**config.mk**
```make
export PLATFORM = sky130hd
export DESIGN_NAME = inst_fetch_flat
export DESIGN_NICKNAME = d
export VERILOG_FILES = /design/src/rtl/inst_fetch_pkg.sv /design/src/rtl/inst_fetch_if.sv /design/src/rtl/inst_fetch_icache.sv /design/src/rtl/inst_fetch.sv /design/src/flat_wrapper.sv
export SDC_FILE = /design/constraint.sdc
export NUM_CORES = 1
export LEC_CHECK = 0
export BUFFER_PORTS_ARGS = -buffer_cell sky130_fd_sc_hd__buf_4
export CORE_ASPECT_RATIO = 0.7
export CORE_UTILIZATION = 54
export CTS_CLUSTER_DIAMETER = 50
export DETAILED_ROUTE_END_ITERATION = 8
export PLACE_DENSITY_LB_ADDON = 0.05
export REMOVE_ABC_BUFFERS = 1
export SLEW_MARGIN = 20
export SYNTH_ARGS = -nofsm -noshare
export SYNTH_HDL_FRONTEND = slang
export SYNTH_SLANG_ARGS = --single-unit
export TNS_END_PERCENT = 20
```
**constraint.sdc**
```tcl
create_clock -name clk -period 3.4 [get_ports clk]
set_clock_uncertainty 0.1 [all_clocks]
set_input_delay 0.68 -clock clk [delete_from_list [all_inputs] [get_ports clk]]
set_output_delay 0.68 -clock clk [all_outputs]
set_load 0.01 [all_outputs]
```
**src/rtl/inst_fetch_pkg.sv**
```systemverilog
// Shared definitions for the instruction fetch unit: FSM encoding, bus widths,
// reset PC default and the byte-lane insert helper used while assembling a word.
package inst_fetch_pkg;

  localparam int InstBus     = 32;
  localparam int InstAddrBus = 32;

  localparam logic [InstBus-1:0]     ZeroWord         = '0;
  localparam logic [InstAddrBus-1:0] RESET_PC_DEFAULT = 32'h0000_0000;

  typedef enum logic [1:0] {
    S_IDLE = 2'd0,
    S_REQ  = 2'd1,
    S_HOLD = 2'd2
  } fetch_state_e;

  // Little-endian: lane 0 is the byte at the lowest address.
  function automatic logic [InstBus-1:0] put_byte(input logic [InstBus-1:0] word,
                                                  input logic [1:0]         lane,
                                                  input logic [7:0]         data);
    logic [InstBus-1:0] res;
    res = word;
    res[{lane, 3'b000} +: 8] = data;
    return res;
  endfunction

endpackage

```
**src/rtl/inst_fetch_if.sv**
```systemverilog
// Fetch-unit bus bundle: byte memory port, IF/ID stall, branch redirect and
// the fetched instruction. master = fetch unit, slave = its environment.
interface inst_fetch_if;
  import inst_fetch_pkg::*;

  logic                   mem_grant_i;
  logic                   mem_req_o;
  logic [InstAddrBus-1:0] mem_addr_o;
  logic [7:0]             mem_din_i;
  logic                   stall_i;
  logic                   branch_flag_i;
  logic [InstAddrBus-1:0] branch_target_i;
  logic [InstAddrBus-1:0] pc_o;
  logic [InstBus-1:0]     inst_o;
  logic                   inst_valid_o;

  modport master (
    input  mem_grant_i, mem_din_i, stall_i, branch_flag_i, branch_target_i,
    output mem_req_o, mem_addr_o, pc_o, inst_o, inst_valid_o
  );

  modport slave (
    output mem_grant_i, mem_din_i, stall_i, branch_flag_i, branch_target_i,
    input  mem_req_o, mem_addr_o, pc_o, inst_o, inst_valid_o
  );

endinterface

```
**src/rtl/inst_fetch_icache.sv**
```systemverilog
// Direct-mapped one-word-per-line instruction cache: combinational lookup on
// the fetch PC, line written when a byte fetch completes.
module inst_icache
  import inst_fetch_pkg::*;
#(
  parameter int LINES = 64
) (
  input  logic                     clk,
  input  logic                     rst,
  input  logic [InstAddrBus-1:2]   addr_i,
  output logic                     hit_o,
  output logic [InstBus-1:0]       word_o,
  input  logic                     fill_i,
  input  logic [InstBus-1:0]       fill_word_i
);

  localparam int IdxW = $clog2(LINES);
  localparam int TagW = InstAddrBus - 2 - IdxW;

  logic [TagW-1:0]    tag_mem  [LINES];
  logic [InstBus-1:0] data_mem [LINES];
  logic [LINES-1:0]   valid_q, valid_d;
  logic [IdxW-1:0]    idx;
  logic [TagW-1:0]    tag;

  assign idx    = addr_i[IdxW+1:2];
  assign tag    = addr_i[InstAddrBus-1:IdxW+2];
  assign hit_o  = valid_q[idx] && (tag_mem[idx] == tag);
  assign word_o = data_mem[idx];

  always_comb begin
    valid_d = valid_q;
    if (fill_i) valid_d[idx] = 1'b1;
  end

  always_ff @(posedge clk) begin
    if (rst) valid_q <= '0;
    else     valid_q <= valid_d;
  end

  // Tag/data arrays need no reset: the valid bits gate every hit.
  always_ff @(posedge clk) begin
    if (fill_i) begin
      tag_mem[idx]  <= tag;
      data_mem[idx] <= fill_word_i;
    end
  end

endmodule

```
**src/rtl/inst_fetch.sv**
```systemverilog
// Instruction fetch: assembles 32-bit words from a byte-wide shared memory port.
// Optional I-cache compiled in with macro INST_FETCH_ICACHE_EN.
module inst_fetch
  import inst_fetch_pkg::*;
#(
  parameter logic [InstAddrBus-1:0] RESET_PC     = RESET_PC_DEFAULT,
  parameter int                     ICACHE_LINES = 64
) (
  input  logic         clk,
  input  logic         rst,
  input  logic         rdy,
  inst_fetch_if.master bus
);

  fetch_state_e           state_q, state_d;
  logic [2:0]             cnt_q, cnt_d;
  logic [InstAddrBus-1:0] pc_q, pc_d;
  logic [InstAddrBus-1:0] pc_out_q, pc_out_d;
  logic [InstBus-1:0]     inst_q, inst_d;
  logic                   inst_valid_q, inst_valid_d;
  logic                   mem_req;
  logic [InstAddrBus-1:0] mem_addr;
  logic                   cache_hit;
  logic [InstBus-1:0]     cache_word;
  logic                   active;

  assign active = rdy && !rst;

`ifdef INST_FETCH_ICACHE_EN
  logic fill_en;

  // A branch in the completing cycle aborts the fill.
  assign fill_en = active && (state_q == S_REQ) && (cnt_q == 3'd4) &&
                   bus.mem_grant_i && !bus.branch_flag_i;

  inst_icache #(.LINES(ICACHE_LINES)) u_icache (
    .clk         (clk),
    .rst         (rst),
    .addr_i      (pc_q[InstAddrBus-1:2]),
    .hit_o       (cache_hit),
    .word_o      (cache_word),
    .fill_i      (fill_en),
    .fill_word_i (inst_d)
  );
`else
  // Without the cache every lookup misses; the parameter stays part of the interface.
  assign cache_hit  = 1'b0 & (ICACHE_LINES > 0);
  assign cache_word = ZeroWord;
`endif

  always_comb begin
    state_d      = state_q;
    cnt_d        = cnt_q;
    pc_d         = pc_q;
    pc_out_d     = pc_out_q;
    inst_d       = inst_q;
    inst_valid_d = inst_valid_q;
    mem_req      = 1'b0;
    mem_addr     = ZeroWord;
    if (active) begin
      unique case (state_q)
        S_IDLE: state_d = S_REQ;
        S_REQ: begin
          if ((cnt_q == 3'd0) && cache_hit) begin
            state_d      = S_HOLD;
            inst_d       = cache_word;
            pc_out_d     = pc_q;
            inst_valid_d = 1'b1;
          end else begin
            mem_req = 1'b1;
            if (bus.mem_grant_i) begin
              if (cnt_q < 3'd4) mem_addr = pc_q + InstAddrBus'(cnt_q);
              // The byte on mem_din_i belongs to the address presented last cycle.
              if (cnt_q != 3'd0) inst_d = put_byte(inst_q, 2'(cnt_q - 3'd1), bus.mem_din_i);
              if (cnt_q == 3'd4) begin
                state_d      = S_HOLD;
                cnt_d        = 3'd0;
                pc_out_d     = pc_q;
                inst_valid_d = 1'b1;
              end else begin
                cnt_d = cnt_q + 3'd1;
              end
            end else begin
              cnt_d = 3'd0;
            end
          end
        end
        S_HOLD: begin
          if (!bus.stall_i) begin
            pc_d         = pc_q + 32'd4;
            inst_valid_d = 1'b0;
            state_d      = S_REQ;
          end
        end
        default: state_d = S_IDLE;
      endcase
      if (bus.branch_flag_i) begin
        pc_d         = bus.branch_target_i;
        cnt_d        = 3'd0;
        inst_valid_d = 1'b0;
        state_d      = S_REQ;
      end
    end
  end

  always_ff @(posedge clk) begin
    if (rst) begin
      state_q      <= S_IDLE;
      cnt_q        <= 3'd0;
      pc_q         <= RESET_PC;
      pc_out_q     <= ZeroWord;
      inst_q       <= ZeroWord;
      inst_valid_q <= 1'b0;
    end else begin
      state_q      <= state_d;
      cnt_q        <= cnt_d;
      pc_q         <= pc_d;
      pc_out_q     <= pc_out_d;
      inst_q       <= inst_d;
      inst_valid_q <= inst_valid_d;
    end
  end

  assign bus.mem_req_o    = mem_req;
  assign bus.mem_addr_o   = mem_addr;
  assign bus.pc_o         = pc_out_q;
  assign bus.inst_o       = inst_q;
  assign bus.inst_valid_o = inst_valid_q;

endmodule

```
**src/flat_wrapper.sv**
```systemverilog
// flat-port wrapper written by rule: the top's interface ports become plain ports
module inst_fetch_flat import inst_fetch_pkg::*;
#(
  parameter logic [InstAddrBus-1:0] RESET_PC     = RESET_PC_DEFAULT,
  parameter int                     ICACHE_LINES = 64
)
  (clk, rst, rdy, bus_mem_grant_i, bus_mem_din_i, bus_stall_i, bus_branch_flag_i, bus_branch_target_i, bus_mem_req_o, bus_mem_addr_o, bus_pc_o, bus_inst_o, bus_inst_valid_o);
  inst_fetch_if bus_i ();
  input  logic clk;
  input  logic rst;
  input  logic rdy;
  input wire logic [$bits(bus_i.mem_grant_i)-1:0] bus_mem_grant_i;
  input wire logic [$bits(bus_i.mem_din_i)-1:0] bus_mem_din_i;
  input wire logic [$bits(bus_i.stall_i)-1:0] bus_stall_i;
  input wire logic [$bits(bus_i.branch_flag_i)-1:0] bus_branch_flag_i;
  input wire logic [$bits(bus_i.branch_target_i)-1:0] bus_branch_target_i;
  output wire logic [$bits(bus_i.mem_req_o)-1:0] bus_mem_req_o;
  output wire logic [$bits(bus_i.mem_addr_o)-1:0] bus_mem_addr_o;
  output wire logic [$bits(bus_i.pc_o)-1:0] bus_pc_o;
  output wire logic [$bits(bus_i.inst_o)-1:0] bus_inst_o;
  output wire logic [$bits(bus_i.inst_valid_o)-1:0] bus_inst_valid_o;
  assign bus_i.mem_grant_i = bus_mem_grant_i;
  assign bus_i.mem_din_i = bus_mem_din_i;
  assign bus_i.stall_i = bus_stall_i;
  assign bus_i.branch_flag_i = bus_branch_flag_i;
  assign bus_i.branch_target_i = bus_branch_target_i;
  assign bus_mem_req_o = bus_i.mem_req_o;
  assign bus_mem_addr_o = bus_i.mem_addr_o;
  assign bus_pc_o = bus_i.pc_o;
  assign bus_inst_o = bus_i.inst_o;
  assign bus_inst_valid_o = bus_i.inst_valid_o;
  inst_fetch #(.RESET_PC(RESET_PC), .ICACHE_LINES(ICACHE_LINES)) u_core (.clk(clk), .rst(rst), .rdy(rdy), .bus(bus_i));
endmodule
```
==> impl_metrics.env, run 1 <==
export IMPL_ioPinCount=144
export IMPL_drc_errors=0
export IMPL_ys_async_sr_fraction_pct=0
export IMPL_io_buffer_count=143
export IMPL_clkSinkCount=102
export IMPL_synthCells=745
export IMPL_chipWidth_um=123
export IMPL_r2r_start="u_core.pc_q[13]$_SDFFE_PP0P_"
export IMPL_yosysWarnings=0
export IMPL_place_hpwl_um=13300
export IMPL_crit_start="u_core.cnt_q[0]$_SDFFE_PP0P_"
export IMPL_clock_latency_ps=350
export IMPL_hold_path_class="flip-flop to flip-flop"
export IMPL_min_period_ps=3300
export IMPL_yosysUniqueCellTypes=63
export IMPL_numCtsBuffers=9
export IMPL_crit_arrival_ps=2520
export IMPL_power_mw=2.47
export IMPL_initial_utilization_pct=56.5
export IMPL_slew_headroom_pct=49.2
export IMPL_cts_tree="done"
export IMPL_drt_wl_total_um=18200
export IMPL_yosys_most_used_dff="dfxtp_1"
export IMPL_vias=6091
export IMPL_grt_overflow_total=0
export IMPL_p_leak_nw=2.67
export IMPL_crit_path_start_kind="flip-flop"
export IMPL_routedWlPerCell_um=18.1
export IMPL_synthToLayoutAreaGrowth_pct=26.5
export IMPL_finalCritPeriodShare_pct=97.2
export IMPL_drt_iter0_drc=618
export IMPL_finalMaxSlewViolations=0
export IMPL_drtPass1Iterations=5
export IMPL_post_cts_buffers=0
export IMPL_gp_congestion=0.937
export IMPL_rsz0062_at_grt="no"
export IMPL_grt_pass1_wl_um=28000
export IMPL_ctsHtreeMaxLevel=3
export IMPL_finalHoldViolations=0
export IMPL_end_kind="output pin"
export IMPL_grt_antenna_before_repair=0
export IMPL_cp_max_fo=11
export IMPL_core_mm2=0.00987
export IMPL_antenna_left=0
export IMPL_vias_per_cell=6.06
export IMPL_clkTransAtPathRegs_ps=70
export IMPL_ys_seq_area_share_pct=36.6
export IMPL_fmax_mhz=303
export IMPL_hp_start="u_core.bus.inst_o[9]$_SDFFE_PP0P_"
export IMPL_maxCapViolations=0
export IMPL_synth_seq_cells=102
export IMPL_worstMarginPinSlew_ps=763
export IMPL_nets=929
export IMPL_diodes=0
export IMPL_setup_viol=0
export IMPL_root_buffer="clkbuf_16"
export IMPL_worstPathRequired_ps=2620
export IMPL_timing_setup_tns_ps=0
export IMPL_status="completed"
export IMPL_powerDensity_mw_per_mm2=351
export IMPL_layout_drive_gt1_share_pct=24.1
export IMPL_fp_row_count=30
export IMPL_clock_path_buffers=2
export IMPL_grt_use_total_pct=34.4
export IMPL_grt_pass1_vias=5309
export IMPL_ir_drop_uv=361
export IMPL_grt_max_degree=52
export IMPL_criticalPathCategory="flip-flop to output pin"
export IMPL_synth_area_mm2=0.00558
export IMPL_die_y_um=87.0
export IMPL_die_area_mm2=0.0107
export IMPL_synth_edf_count=0
export IMPL_syn_avg_cell_area_um2=7.48
-- routing by layer --
metal | vias to the layer above | routed length [um] | GRT usage (%)
met3 | 19 | 1880 | 8.90
met1 | 2872 | 8190 | 49.8
met5 | - | 0 | 0
met2 | 311 | 7900 | 50.8
li1 | 2889 | - | -
met4 | 0 | 186 | 8.21
-- stage by stage --
step,area [um2],worst slack [ps],util [%],hold WS [ps],cells
2_1_floorplan,5260,-128,-,343,685
3_3_place_gp,6760,268,68.4,341,989
3_5_place_dp,6760,237,68.4,346,989
4_1_cts,7040,20.7,71.3,356,1005
5_1_grt,7050,17.0,71.4,375,1005
6_report,7050,96.6,71.4,353,1005
-- worst max-delay path: stages, from the launching register on --
cell and delay [ps]:
dfxtp_1 350, ha_1 180, inv_1 60, fa_1 380, nor2b_1 180, o2111ai_1 150, buf_4 210, or3_1 340
a21oi_1 190, buf_4 150
-- worst paths after layout --
path                                       end  slack [ps]  cells after the start
max                         bus_mem_addr_o[16]         100                      9
min          u_core.bus.inst_o[9]$_SDFFE_PP0P_         350                      2
max reg2reg       u_core.pc_q[20]$_SDFFE_PP0P_        1040                      5
min reg2reg  u_core.bus.inst_o[9]$_SDFFE_PP0P_         350                      2
-- cell type report --
cell class                      instances  area [um2]
Clock buffer                            9         225
Clock inverter                          7        56.3
Fill cell                             799        2820
Inverter                               12        45.0
Multi-Input combinational cell        571        3190
Sequential cell                       102        2050
Tap cell                              128         160
Timing Repair Buffer                  176        1330
-- flip-flops by register name (all words and copies together) (netlist names) --
name	cells
u_core.state_q	2
u_core.bus.inst_valid_o	1
u_core.pc_q	32
u_core.bus.pc_o	32
u_core.bus.inst_o	32
u_core.cnt_q	3
-- cell families after synthesis --
kind of cell             synth area share [%]
AND/OR/NAND/NOR                          30.7
multiplexers                            0.359
adder cells (fa/ha/maj)                  2.60
flip-flops                               36.6
buffers and inverters                    6.49
AO/OA/AOI/OAI                            19.9
XOR/XNOR                                 3.30
-- synth_stat cells, types with 4 or more instances --
cell type,instances,area (um2)
nor3_1,25,125
and4_1,5,43.8
a21oi_1,93,465
clkbuf_1,38,143
buf_4,4,30.0
a211oi_1,6,45.0
or4_1,4,30.0
a32o_1,4,40.0
dfxtp_1,102,2040
nor2b_1,6,37.5
nor2_1,53,199
o311ai_0,5,43.8
xor2_1,11,96.3
xnor2_1,10,87.6
ha_1,10,125
buf_2,6,30.0
a22oi_1,6,45.0
o21ai_0,23,115
inv_1,11,41.3
nand4_1,14,87.6
buf_6,7,78.8
nand2_1,141,529
o211ai_1,12,90.1
and3_1,11,68.8
nand3_1,35,175
nand2b_1,9,56.3
and2_1,8,50.1
a31oi_1,7,43.8
or3_1,26,163
-- where the power goes --
| part | switching (mW) | total [mW] | internal, mW |
|---|---|---|---|
| registers | 0.0376 | 1.25 | 1.21 |
| clock network | 0.487 | 0.994 | 0.507 |
| logic | 0.133 | 0.228 | 0.0952 |
-- timing repair --
action	4_1_cts	5_1_grt
hold endpoints to repair	0	0
hold buffers	0	0
setup endpoints to repair	0	13
gates resized for setup	0	6
-- layout by cell type (no fill, tap or decap), types with 12 or more instances in the layout --
cell type / n
a21oi_1: 93
buf_4: 175
dfxtp_1: 99
nand2_1: 141
nand3_1: 35
nand4_1: 14
nor2_1: 53
nor3_1: 24
o211ai_1: 12
o21ai_0: 23
or3_1: 26
Power figures use the tool's default switching activity.
==> run 2: changes to the inputs <==
--- a/config.mk
+++ b/config.mk
@@ -11,6 +11,7 @@
 export CTS_CLUSTER_DIAMETER = 50
 export DETAILED_ROUTE_END_ITERATION = 8
 export PLACE_DENSITY_LB_ADDON = 0.05
+export RECOVER_POWER = 25
 export REMOVE_ABC_BUFFERS = 1
 export SLEW_MARGIN = 20
 export SYNTH_ARGS = -nofsm -noshare
==> impl_metrics.env, run 2 (synthesis gave the netlist of run 1 again) <==
export IMPL_drc_errors=0
export IMPL_grt_max_degree=52
export IMPL_status="completed"
export IMPL_drtPass1Iterations=5
export IMPL_grt_overflow_total=0
export IMPL_power_mw=2.48
export IMPL_p_leak_nw=2.46
export IMPL_hold_path_class="flip-flop to flip-flop"
export IMPL_clkSinkCount=102
export IMPL_clkTransAtPathRegs_ps=70
export IMPL_placed_cells=989
export IMPL_ioPinCount=144
export IMPL_place_hpwl_um=13300
export IMPL_fp_row_count=30
export IMPL_ctsHtreeMaxLevel=3
export IMPL_crit_path_start_kind="flip-flop"
export IMPL_maxCapViolations=0
export IMPL_fmax_mhz=302
export IMPL_nets=929
export IMPL_min_period_ps=3310
export IMPL_slew_headroom_pct=49.4
export IMPL_grt_antenna_before_repair=0
export IMPL_layout_common_cells="nand2_1, buf_4, dfxtp_1"
export IMPL_finalMaxSlewViolations=0
export IMPL_utilization_pct=69.5
export IMPL_numCtsBuffers=9
export IMPL_grt_pass1_wl_um=28000
export IMPL_initial_utilization_pct=56.5
export IMPL_finalHoldViolations=0
export IMPL_cts_hold_buf=0
export IMPL_design_area_mm2=0.00687
export IMPL_clock_latency_ps=350
export IMPL_die_y_um=87.0
export IMPL_worstMarginPinSlew_ps=758
export IMPL_io_buffer_count=143
export IMPL_post_cts_buffers=0
export IMPL_cp_max_fo=11
export IMPL_antenna_left=0
export IMPL_powerDensity_mw_per_mm2=361
export IMPL_grt_use_total_pct=34.4
export IMPL_dpl_instance_area_mm2=0.00676
export IMPL_crit_arrival_ps=2530
export IMPL_drt_iter0_drc=595
export IMPL_grt_pass1_vias=5309
export IMPL_mostFrequentLayoutCell="nand2_1"
export IMPL_finalCritPeriodShare_pct=97.2
export IMPL_layout_drive_gt1_share_pct=18.4
export IMPL_clock_path_buffers=2
export IMPL_gp_congestion=0.937
export IMPL_worstPathRequired_ps=2620
export IMPL_setup_viol=0
export IMPL_timing_hold_ws_ps=352
export IMPL_vias_per_cell=6.07
export IMPL_synthToLayoutAreaGrowth_pct=23.1
export IMPL_ir_drop_uv=361
export IMPL_routedWlPerCell_um=18.1
export IMPL_drt_wl_total_um=18200
export IMPL_chipWidth_um=123
export IMPL_core_mm2=0.00987
export IMPL_rsz0062_at_grt="no"
export IMPL_diodes=0
export IMPL_end_kind="output pin"
export IMPL_fillers=867
export IMPL_criticalPathCategory="flip-flop to output pin"
export IMPL_die_area_mm2=0.0107
export IMPL_cts_resized=0
export IMPL_root_buffer="clkbuf_16"
export IMPL_vias=6104
export IMPL_stdcell_count=1005
export IMPL_cts_tree="done"
run 2: worst paths after layout:
path / start / cells past startpoint / to / slack [ps]
hold reg to reg: u_core.bus.inst_o[9]$_SDFFE_PP0P_ / 2 / u_core.bus.inst_o[9]$_SDFFE_PP0P_ / 350
setup / recovery: u_core.cnt_q[0]$_SDFFE_PP0P_ / 9 / bus_mem_addr_o[16] / 90
setup reg to reg: u_core.pc_q[22]$_SDFFE_PP0P_ / 5 / u_core.pc_q[28]$_SDFFE_PP0P_ / 1040
hold / removal: u_core.bus.inst_o[9]$_SDFFE_PP0P_ / 2 / u_core.bus.inst_o[9]$_SDFFE_PP0P_ / 350
run 2: critical path: stages, from the launching register on:
cell       delay [ps]
dfxtp_1           350
ha_1              170
inv_1              60
fa_1              380
nor2b_1           180
o2111ai_1         150
buf_4             210
or3_1             350
a21oi_1           190
buf_4             150
run 2: per-layer routing:
layer / GRT usage, % / wire (um) / vias to the layer above
met1: 49.8 / 8360 / 2884
met2: 50.8 / 7720 / 310
met4: 8.21 / 230 / 0
met5: 0 / 0 / -
met3: 8.90 / 1880 / 25
li1: - / - / 2885
run 2: per-stage QoR:
| step | worst slack [ps] | TNS (ps) |
|---|---|---|
| final | 94.0 | 0 |
| after global routing | 17.0 | 0 |
| after CTS | 20.7 | 0 |
| after detailed placement | 237 | 0 |
| after global placement | 268 | 0 |
| after floorplan | -128 | -128 |
run 2: cell type report:
cell class / count / area, um2 / area share (%)
Multi-Input combinational cell: 571 / 3190 / 46.4
Sequential cell: 102 / 2050 / 29.8
Timing Repair Buffer: 176 / 1150 / 16.7
Clock buffer: 9 / 225 / 3.28
Tap cell: 128 / 160 / 2.33
Clock inverter: 7 / 56.3 / 0.820
Inverter: 12 / 45.0 / 0.656
run 2: power by group:
group / switching [mW] / internal, mW
logic: 0.133 / 0.0953
clock network: 0.493 / 0.507
registers: 0.0374 / 1.21
==> run 3: changes to the inputs <==
--- a/config.mk
+++ b/config.mk
@@ -5,6 +5,7 @@
 export SDC_FILE = /design/constraint.sdc
 export NUM_CORES = 1
 export LEC_CHECK = 0
+export ABC_AREA = 1
 export BUFFER_PORTS_ARGS = -buffer_cell sky130_fd_sc_hd__buf_4
 export CORE_ASPECT_RATIO = 0.7
 export CORE_UTILIZATION = 54
==> impl_metrics.env, run 3 <==
export IMPL_drt_iter0_drc=766
export IMPL_place_hpwl_um=12700
export IMPL_core_mm2=0.0104
export IMPL_hp_start="u_core.bus.inst_valid_o$_SDFFE_PP0P_"
export IMPL_synth_seq_cells=102
export IMPL_finalCritPeriodShare_pct=96.7
export IMPL_maxCapViolations=0
export IMPL_crit_path_start_kind="flip-flop"
export IMPL_hold_end="u_core.bus.inst_valid_o$_SDFFE_PP0P_"
export IMPL_rrSetupSlack_ps=600
export IMPL_powerDensity_mw_per_mm2=345
export IMPL_routedWlPerCell_um=15.6
export IMPL_vias_per_cell=5.64
export IMPL_clkTransAtPathRegs_ps=70
export IMPL_multi_input_area_mm2=0.00328
export IMPL_met3_usage_pct=7.13
export IMPL_r2r_cells=8
export IMPL_fillers=994
export IMPL_die_area_mm2=0.0112
export IMPL_fp_row_count=31
export IMPL_fmax_mhz=304
export IMPL_finalHoldViolations=0
export IMPL_diodes=0
export IMPL_drc_errors=0
export IMPL_synth_common_cells="nand2_1, nor2_1, a21oi_1"
export IMPL_ir_drop_uv=240
export IMPL_power_mw=2.44
export IMPL_vias=6566
export IMPL_initial_utilization_pct=55.9
export IMPL_ctsHtreeMaxLevel=3
export IMPL_preCtsSetupSlack_ps=344
export IMPL_fin_ws_ps=111
export IMPL_worstMarginPinSlew_ps=1060
export IMPL_chipWidth_um=126
export IMPL_met2_usage_pct=44.6
export IMPL_grt_max_degree=66
export IMPL_layout_drive_gt1_share_pct=15.9
export IMPL_grtUsageMet1_pct=49.4
export IMPL_yosysMostFrequentCell="nand2_1"
export IMPL_ff_latch_area_mm2=0.00205
export IMPL_yosysWarnings=0
export IMPL_drt_wl_total_um=18200
export IMPL_synth_area_mm2=0.00581
export IMPL_drtPass1Iterations=6
export IMPL_synthCells=902
export IMPL_p_leak_nw=2.68
export IMPL_yosysTopAreaCell="dfxtp_1"
export IMPL_cpMaxStageDelayCell="dfxtp_2"
export IMPL_root_buffer="clkbuf_16"
export IMPL_grt_overflow_total=0
export IMPL_nets=1084
export IMPL_grt_antenna_before_repair=0
export IMPL_yosys_most_used_dff="dfxtp_1"
export IMPL_clkSinkCount=102
export IMPL_cpPeakStageDelay_ps=360
export IMPL_grt_pass1_wl_um=27800
export IMPL_criticalPathCategory="flip-flop to output pin"
export IMPL_slew_headroom_pct=29.2
export IMPL_r2r_start="u_core.cnt_q[0]$_SDFFE_PP0P_"
export IMPL_worstPathRequired_ps=2620
export IMPL_antenna_left=0
export IMPL_cp_max_fo=3
export IMPL_rsz0062_at_grt="no"
export IMPL_gp_congestion=0.941
export IMPL_gr_max_usage_layer="met1"
export IMPL_cts_tree="done"
export IMPL_die_y_um=88.8
export IMPL_mostFrequentLayoutCell="nand2_1"
export IMPL_numCtsBuffers=9
export IMPL_r2r_end="u_core.bus.inst_o[24]$_SDFFE_PP0P_"
export IMPL_synth_area_leaders="dfxtp_1, nand2_1, a21oi_1, nor2_1, o21ai_0"
export IMPL_synth_edf_count=0
export IMPL_grt_pass1_vias=5366
export IMPL_synthToLayoutAreaGrowth_pct=21.7
export IMPL_holdPathStages=2
export IMPL_clock_path_buffers=2
export IMPL_grt_use_total_pct=31.9
export IMPL_finalMaxSlewViolations=0
export IMPL_timing_setup_tns_ps=0
export IMPL_io_buffer_count=143
export IMPL_ioPinCount=144
export IMPL_clock_latency_ps=350
export IMPL_end_kind="output pin"
export IMPL_setup_viol=0
export IMPL_syn_avg_cell_area_um2=6.45
export IMPL_hold_path_class="flip-flop to flip-flop"
export IMPL_crit_chain="ha_2 > inv_1 > fa_2 > nor2_2 > nor2_1 > nor2_2 > nand3_2 > nor2_4 > buf_4 > a21oi_1 > nor2_1 > buf_4"
export IMPL_crit_arrival_ps=2510
export IMPL_status="completed"
export IMPL_ys_seq_area_share_pct=35.1
export IMPL_ys_async_sr_fraction_pct=0
export IMPL_synth_top_area_share_pct=35.1
export IMPL_layout_common_cells="nand2_1, nor2_1, buf_4"
export IMPL_yosysUniqueCellTypes=41
export IMPL_min_period_ps=3290
[run 3: worst max path at each step]
| stage | from | end | slack, ps | depth (start not counted) |
|---|---|---|---|---|
| 4_1_cts | u_core.cnt_q[1]$_SDFFE_PP0P_ | bus_mem_addr_o[22] | -10 | 11 |
| 6_report | u_core.pc_q[0]$_SDFFE_PP0P_ | bus_mem_addr_o[26] | 110 | 12 |
| 3_3_place_gp | rst | bus_mem_addr_o[11] | 400 | 9 |
| 3_5_place_dp | u_core.cnt_q[1]$_SDFFE_PP0P_ | bus_mem_addr_o[30] | 340 | 11 |
| 2_1_floorplan | u_core.cnt_q[0]$_SDFFE_PP0P_ | u_core.bus.pc_o[0]$_SDFFE_PP0P_ | -50 | 7 |
| 5_1_grt | u_core.pc_q[0]$_SDFFE_PP0P_ | bus_mem_addr_o[26] | 20 | 13 |
[run 3: cell families (layout without fill, tap and decap cells)]
logic type / after synthesis / count (layout) / share of synthesized area, %
AND/OR/NAND/NOR: 478 / 478 / 36.2
AO/OA/AOI/OAI: 183 / 183 / 16.6
buffers and inverters: 125 / 255 / 9.19
flip-flops: 102 / 102 / 35.1
adder cells (fa/ha/maj): 11 / 11 / 2.50
XOR/XNOR: 3 / 3 / 0.452
[run 3: cell type report]
class                   count  area share (%)
clock inverters             7           0.778
inverters                  81            4.32
clock buffers               9            3.18
multi-input cells         675            46.3
well taps                 132            2.33
flip-flops and latches    102            28.9
repair buffers            158            14.2
[run 3: worst max-delay path: cells and delay by family (launching register included)]
kind | cells | cell delay, ps
fa+ha+maj | 2 | 540
compound gates | 1 | 60
flops | 1 | 360
buf+inv | 3 | 300
simple gates | 6 | 900
[run 3: per-stage QoR]
step	hold slack, ps	std cells	instance area (um2)	util [%]
6_report	364	1164	7070	68.1
3_3_place_gp	356	1142	6890	66.3
4_1_cts	367	1158	7170	69.0
5_1_grt	384	1164	7070	68.1
3_5_place_dp	356	1142	6890	66.3
2_1_floorplan	350	858	5590	-
[run 3: routing by layer]
metal / share of wire [%] / wire, um
met5: 0 / 0
met4: 1.3 / 231
met3: 12 / 2150
met2: 40 / 7240
met1: 47 / 8560
[run 3: report_power, final]
group	total (mW)	internal, mW	leakage (nW)	switching, mW
Combinational	0.210	0.0750	1.73	0.135
Sequential	1.23	1.21	0.825	0.0238
Clock	0.996	0.505	0.133	0.491
[run 3: repair_timing]
item	CTS	global route
hold buffers	0	0
pin swaps	0	4
hold endpoints to repair	0	0
setup buffers	0	6
setup endpoints to repair	5	10
gates resized for setup	1	16
